File: config.mk
export PLATFORM = sky130hd
export DESIGN_NAME = sti_rx_deser
export DESIGN_NICKNAME = d
export VERILOG_FILES = /design/src/rtl/sti_rx_deser.sv
export SDC_FILE = /design/constraint.sdc
export NUM_CORES = 1
export LEC_CHECK = 0
export CAP_MARGIN = 10
export CORE_ASPECT_RATIO = 1.5
export CORE_UTILIZATION = 60
export CTS_CLUSTER_SIZE = 30
export DETAILED_ROUTE_END_ITERATION = 8
export PLACE_DENSITY = 0.81
export SLEW_MARGIN = 10
export SYNTH_ARGS = -nofsm -noshare
export SYNTH_HDL_FRONTEND = slang
export SYNTH_SLANG_ARGS = --single-unit
File: constraint.sdc
create_clock -name clk -period 7.4 [get_ports clk]
set_clock_uncertainty 0.2 [all_clocks]
set_input_delay 2.22 -clock clk [delete_from_list [all_inputs] [get_ports clk]]
set_output_delay 2.22 -clock clk [all_outputs]
set_load 0.02 [all_outputs]
File: src/rtl/sti_rx_deser.sv
// STI serial receiver: rebuilds 8/16/24/32-bit frames and extracts the 16-bit payload.
// Define STI_RX_PADCHK_EN to build the non-payload (pad) bit check that drives pad_err.
module sti_rx_deser #(
  parameter int GAP_TOL     = 0,
  parameter int FRAME_CNT_W = 8
) (
  input  logic                   clk,
  input  logic                   reset,
  input  logic                   si_data,
  input  logic                   si_valid,
  input  logic                   si_end,
  input  logic [1:0]             cfg_length,
  input  logic                   cfg_fill,
  input  logic                   cfg_msb,
  input  logic                   cfg_low,
  output logic [15:0]            po_data,
  output logic                   po_valid,
  output logic                   frame_err,
  output logic                   pad_err,
  output logic                   rx_busy,
  output logic                   rx_done,
  output logic [FRAME_CNT_W-1:0] frame_cnt
);

  typedef enum logic [1:0] {IDLE, RECV, DONE} state_t;

  localparam logic [4:0] TOL = 5'(GAP_TOL);

  state_t      state;
  logic [31:0] frame, fr_nxt;
  logic [5:0]  cnt, cnt_nxt, flen;
  logic [4:0]  gap, gap_nxt;
  logic [1:0]  sh_len, a_len;
  logic        sh_fill, sh_msb, sh_low;
  logic        a_fill, a_msb, a_low;
  logic        idle;
  logic [15:0] pay;

  assign idle = (state == IDLE);

  // The first bit of a frame uses live cfg_*, later bits use the shadows
  always_comb begin
    a_len   = idle ? cfg_length : sh_len;
    a_fill  = idle ? cfg_fill   : sh_fill;
    a_msb   = idle ? cfg_msb    : sh_msb;
    a_low   = idle ? cfg_low    : sh_low;
    fr_nxt  = idle ? 32'd0 : frame;
    if (a_msb)
      fr_nxt = {fr_nxt[30:0], si_data};
    else
      fr_nxt[cnt[4:0]] = si_data;
    cnt_nxt = cnt + 6'd1;
    flen    = {1'b0, a_len, 3'b000} + 6'd8;
    gap_nxt = gap + 5'd1;
    pay     = 16'h0000;
    unique case (a_len)
      2'd0: pay = a_low ? {fr_nxt[7:0], 8'h00}
                        : {8'h00, fr_nxt[7:0]};
      2'd1: pay = fr_nxt[15:0];
      2'd2: pay = a_fill ? fr_nxt[23:8]
                         : fr_nxt[15:0];
      2'd3: pay = a_fill ? fr_nxt[31:16]
                         : fr_nxt[15:0];
    endcase
  end

`ifdef STI_RX_PADCHK_EN
  logic pad_bad;

  always_comb begin
    pad_bad = 1'b0;
    unique case (a_len)
      2'd2: pad_bad = a_fill ? |fr_nxt[7:0]
                             : |fr_nxt[23:16];
      2'd3: pad_bad = a_fill ? |fr_nxt[15:0]
                             : |fr_nxt[31:16];
      default: pad_bad = 1'b0;
    endcase
  end

  always_ff @(posedge clk or posedge reset) begin
    if (reset)
      pad_err <= 1'b0;
    else
      pad_err <= (state == RECV) && si_valid
                 && (cnt_nxt == flen) && pad_bad;
  end
`else
  assign pad_err = 1'b0;
`endif

  always_ff @(posedge clk or posedge reset) begin
    if (reset) begin
      state     <= IDLE;
      frame     <= 32'd0;
      cnt       <= 6'd0;
      gap       <= 5'd0;
      sh_len    <= 2'd0;
      sh_fill   <= 1'b0;
      sh_msb    <= 1'b0;
      sh_low    <= 1'b0;
      po_data   <= 16'h0000;
      po_valid  <= 1'b0;
      frame_err <= 1'b0;
      rx_busy   <= 1'b0;
      rx_done   <= 1'b0;
      frame_cnt <= '0;
    end else begin
      po_valid  <= 1'b0;
      frame_err <= 1'b0;
      unique case (state)
        IDLE: begin
          if (si_valid) begin
            sh_len  <= cfg_length;
            sh_fill <= cfg_fill;
            sh_msb  <= cfg_msb;
            sh_low  <= cfg_low;
            frame   <= fr_nxt;
            cnt     <= 6'd1;
            gap     <= 5'd0;
            rx_busy <= 1'b1;
            state   <= RECV;
          end
        end
        RECV: begin
          if (si_valid) begin
            gap <= 5'd0;
            if (cnt_nxt == flen) begin
              po_data   <= pay;
              po_valid  <= 1'b1;
              frame_cnt <= frame_cnt + FRAME_CNT_W'(1);
              cnt       <= 6'd0;
              rx_busy   <= 1'b0;
              if (si_end) begin
                rx_done <= 1'b1;
                state   <= DONE;
              end else begin
                state   <= IDLE;
              end
            end else begin
              frame <= fr_nxt;
              cnt   <= cnt_nxt;
            end
          end else if (gap_nxt > TOL) begin
            frame_err <= 1'b1;
            cnt       <= 6'd0;
            gap       <= 5'd0;
            rx_busy   <= 1'b0;
            state     <= IDLE;
          end else begin
            gap <= gap_nxt;
          end
        end
        DONE: begin
          rx_done <= 1'b1;
        end
        default: state <= IDLE;
      endcase
    end
  end

endmodule

==> results.py <==
metrics = {
    "run_status": {
        "status": "finished clean",
    },
    "route": {
        "routed_via_density": 7.257,
        "detailedRoute.firstPassIterationCount": 6,
        "route.antenna.remaining_nets": 0,
        "initialDrtViolationCount": 709,
        "average_wire_per_standard_cell_um": 23.19,
        "finalWirelength_mm": 17.25,
        "num_vias": 5399,
        "drcViolationCount": 0,
    },
    "synth": {
        "synth_sequential_area_ratio": 0.3440,
        "number_of_standard_cells_after_synthesis": 625,
        "post_synth_instance_area_um2": 5674,
        "dominantRegCellSynth": "sky130_fd_sc_hd__dfrtp_1",
        "synth_warnings": 0,
        "ys_ff_latch": 78,
        "synth.avg_cell_area_um2": 9.079,
        "synth-edff-count": 0,
        "syn-num-nets": 647,
        "async_set_or_reset_flop_fraction_in_the_synthesized_netlist": 1.000,
        "synthDistinctLibCells": 77,
    },
    "power": {
        "pwr-share-seq": 0.369,
        "share_comb_of_total_power": 0.296,
        "power_per_cell_area_nw_per_um2": 231.1,
        "power_mw": 1.456,
        "power.switching_fraction": 0.3397,
        "power.share.clock": 0.335,
        "vdd.ir_drop.worst_mv": 0.1711,
        "static-leakage-power_nw": 2.534,
        "total_switching_power_mw": 0.4946,
        "p_int_mw": 0.9614,
    },
    "die": {
        "floorplan_row_count": 43,
        "num_io_pins": 39,
        "die_w_um": 81.40,
        "initial_utilization": 0.6168,
        "die_area_um2": 9858,
        "area_of_the_placeable_core_um2": 9200,
        "chipHeight_um": 121.1,
    },
    "sta": {
        "setup-tns-final_ns": 0,
        "setup_viol": 0,
        "slew_headroom": 0.2021,
        "grt_setup_unrepaired": "no",
        "number_of_hold_slack_violations_in_the_final_timing_report": 0,
        "maximum_operating_frequency_ghz": 0.1842,
        "final-max-slew-violation-count": 0,
        "fin_crit_ns": 5.429,
        "final.period_utilization": 0.7336,
        "worst-slew-pin-transition_ns": 1.189,
    },
    "finish": {
        "post_route_cells_drive_above_1_share": 0.1361,
        "n_antenna_cell": 0,
        "areaGrowthSynthToFinish_pct": 11.03,
        "layout_common_cells": "sky130_fd_sc_hd__dfrtp_1 (78), sky130_fd_sc_hd__o21ai_0 (56), sky130_fd_sc_hd__nand2_1 (52)",
        "n_fill_cell": 692,
        "most_common_cell_after_layout_fill_and_taps_aside": "sky130_fd_sc_hd__dfrtp_1",
        "design.final.nets": 649,
        "layout.cells.non_filler": 744,
        "final_core_util": 0.6848,
    },
    "setup_path": {
        "critical_path.max_fanout": 12,
        "worst-setup-path-type": "input pin to flip-flop",
        "cp_data_required_time_ns": 7.37,
        "critical_path.startpoint_type": "input pin",
        "timing.critical_path.to_type": "flip-flop",
        "worst-endpoint-arrival_ns": 5.40,
    },
    "place": {
        "finalWeightedCongestion": 0.9780,
        "dp_hpwl_mm": 11.02,
        "dpl.cell_count": 728,
        "numPortBuffers": 37,
    },
    "grt": {
        "grt_start_max_net_pins": 79,
        "grt_pass1_wl_mm": 27.49,
        "gr-usage-all-layers": 0.3715,
        "global_route.usage.met3": 0.05940,
        "global_route.usage.met2": 0.5740,
        "overflow": 0,
        "first_global_vias": 5302,
        "groute.layer.met1.usage": 0.4464,
        "grt_antenna_before_repair": 0,
        "grt_most_used_layer": "met2",
    },
    "min_path": {
        "hold_class": "flip-flop to flip-flop",
    },
    "clock_tree": {
        "hold_fix_buffer_count_after_cts": 0,
        "tritoncts_num_sinks": 78,
        "cts.repair.resized": 0,
        "cts.path.max_buffers": 2,
        "clk_pin_slew_worst_paths_ns": 0.06,
        "clock_tree.htree_level_count": 3,
        "tritoncts": "yes",
        "clkLatencyLatePin_ns": 0.35,
        "cts-root-buf": "sky130_fd_sc_hd__clkbuf_16",
        "cts.repair_timing.setup_buffer_count": 0,
        "cts-buffers-inserted": 9,
    },
    "job": {
        "drv_cap": 0,
    },
}
cells by family (layout without fill, tap and decap cells):
group | Yosys count | after routing | share of synthesized area
simple gates | 201 | 201 | 0.2000
compound gates | 197 | 197 | 0.2408
flops | 78 | 78 | 0.3440
buf+inv | 70 | 77 | 0.06196
mux | 55 | 55 | 0.1078
fa+ha+maj | 12 | 12 | 0.02646
xor+xnor | 11 | 11 | 0.01830
other cells | 1 | 1 | 0.0006609
flip-flops by register name, summed over array words and instances (netlist names), 2 cells and up:
register / count
sh_len: 2
state: 2
gap: 5
cnt: 6
frame_cnt: 8
frame: 32
po_data: 16
Yosys cell counts (7+ instances only):
| cell type | n | area share |
|---|---|---|
| sky130_fd_sc_hd__dfrtp_1 | 78 | 0.34 |
| sky130_fd_sc_hd__o221ai_1 | 7 | 0.011 |
| sky130_fd_sc_hd__inv_1 | 14 | 0.0093 |
| sky130_fd_sc_hd__mux2_2 | 39 | 0.077 |
| sky130_fd_sc_hd__nor4bb_1 | 7 | 0.012 |
| sky130_fd_sc_hd__a221o_1 | 11 | 0.019 |
| sky130_fd_sc_hd__o21a_1 | 12 | 0.016 |
| sky130_fd_sc_hd__nand2b_1 | 13 | 0.014 |
| sky130_fd_sc_hd__nand2_1 | 52 | 0.034 |
| sky130_fd_sc_hd__o211ai_1 | 7 | 0.0093 |
| sky130_fd_sc_hd__a21oi_1 | 26 | 0.023 |
| sky130_fd_sc_hd__and2_1 | 8 | 0.0088 |
| sky130_fd_sc_hd__ha_1 | 12 | 0.026 |
| sky130_fd_sc_hd__nand4_1 | 10 | 0.011 |
| sky130_fd_sc_hd__xnor2_1 | 7 | 0.011 |
| sky130_fd_sc_hd__a221oi_1 | 12 | 0.019 |
| sky130_fd_sc_hd__nor2_1 | 34 | 0.022 |
| sky130_fd_sc_hd__a31oi_1 | 7 | 0.0077 |
| sky130_fd_sc_hd__mux2i_1 | 15 | 0.026 |
| sky130_fd_sc_hd__buf_2 | 25 | 0.022 |
| sky130_fd_sc_hd__o22a_1 | 9 | 0.014 |
| sky130_fd_sc_hd__clkbuf_1 | 19 | 0.013 |
| sky130_fd_sc_hd__nand4b_1 | 10 | 0.015 |
| sky130_fd_sc_hd__nand3_1 | 20 | 0.018 |
| sky130_fd_sc_hd__o21ai_0 | 56 | 0.049 |
| sky130_fd_sc_hd__and3_1 | 9 | 0.0099 |
layer usage:
metal / wire length, um / share of wire
met5: 0 / 0
met4: 1356 / 0.079
met3: 1502 / 0.087
met2: 8176 / 0.47
met1: 6217 / 0.36
worst max-delay path: stages:
cell                              delay (ns)
sky130_fd_sc_hd__clkdlybuf4s50_1        0.47
sky130_fd_sc_hd__mux2i_4                0.24
sky130_fd_sc_hd__inv_1                  0.10
sky130_fd_sc_hd__ha_1                   0.31
sky130_fd_sc_hd__xor2_1                 0.22
sky130_fd_sc_hd__mux2i_1                0.22
sky130_fd_sc_hd__o221a_2                0.28
sky130_fd_sc_hd__nand2_1                0.14
sky130_fd_sc_hd__o21ai_1                0.95
sky130_fd_sc_hd__o21ai_0                0.25
stage by stage:
step | area (um2) | hold WS, ns | setup slack [ns]
floorplan | 5674 | 0.2572 | 2.823
global placement | 5969 | 0.2556 | 1.597
detailed placement | 5969 | 0.2629 | 1.449
CTS | 6291 | 0.2756 | 1.769
global route | 6300 | 0.3008 | 1.817
finish | 6300 | 0.2690 | 1.971
area by class of cell:
type,instances,area [um2],share of cell area
clock buffer,10,229.0,0.03635
clock inverter,6,92.59,0.01470
inverter,15,57.56,0.009136
multi-input combinational,477,3391,0.5382
sequential,78,1952,0.3098
timing repair buffer,46,437.9,0.06951
tap,112,140.1,0.02224
power by group through the flow:
stage | clock, mW | combinational (mW) | sequential, mW
after floorplan | 0 | 0.240 | 0.567
after global placement | 0 | 0.409 | 0.541
after detailed placement | 0 | 0.419 | 0.542
after CTS | 0.486 | 0.423 | 0.535
after global routing | 0.504 | 0.458 | 0.544
final | 0.488 | 0.431 | 0.537
worst paths after layout:
check,slack (ns),to,from,cells past startpoint
setup / recovery,1.97,frame[3]$_DFFE_PP0P_,cfg_length[0],10
hold / removal,0.27,frame_cnt[7]$_DFFE_PP0P_,frame_cnt[7]$_DFFE_PP0P_,1
setup reg to reg,2.97,frame[3]$_DFFE_PP0P_,state[1]$_DFFE_PP0P_,11
hold reg to reg,0.27,frame_cnt[7]$_DFFE_PP0P_,frame_cnt[7]$_DFFE_PP0P_,1
max in group asynchronous,4.06,frame[16]$_DFFE_PP0P_,reset,3
min in group asynchronous,2.31,frame_cnt[3]$_DFFE_PP0P_,reset,3
(Power assumes the default switching activity.)
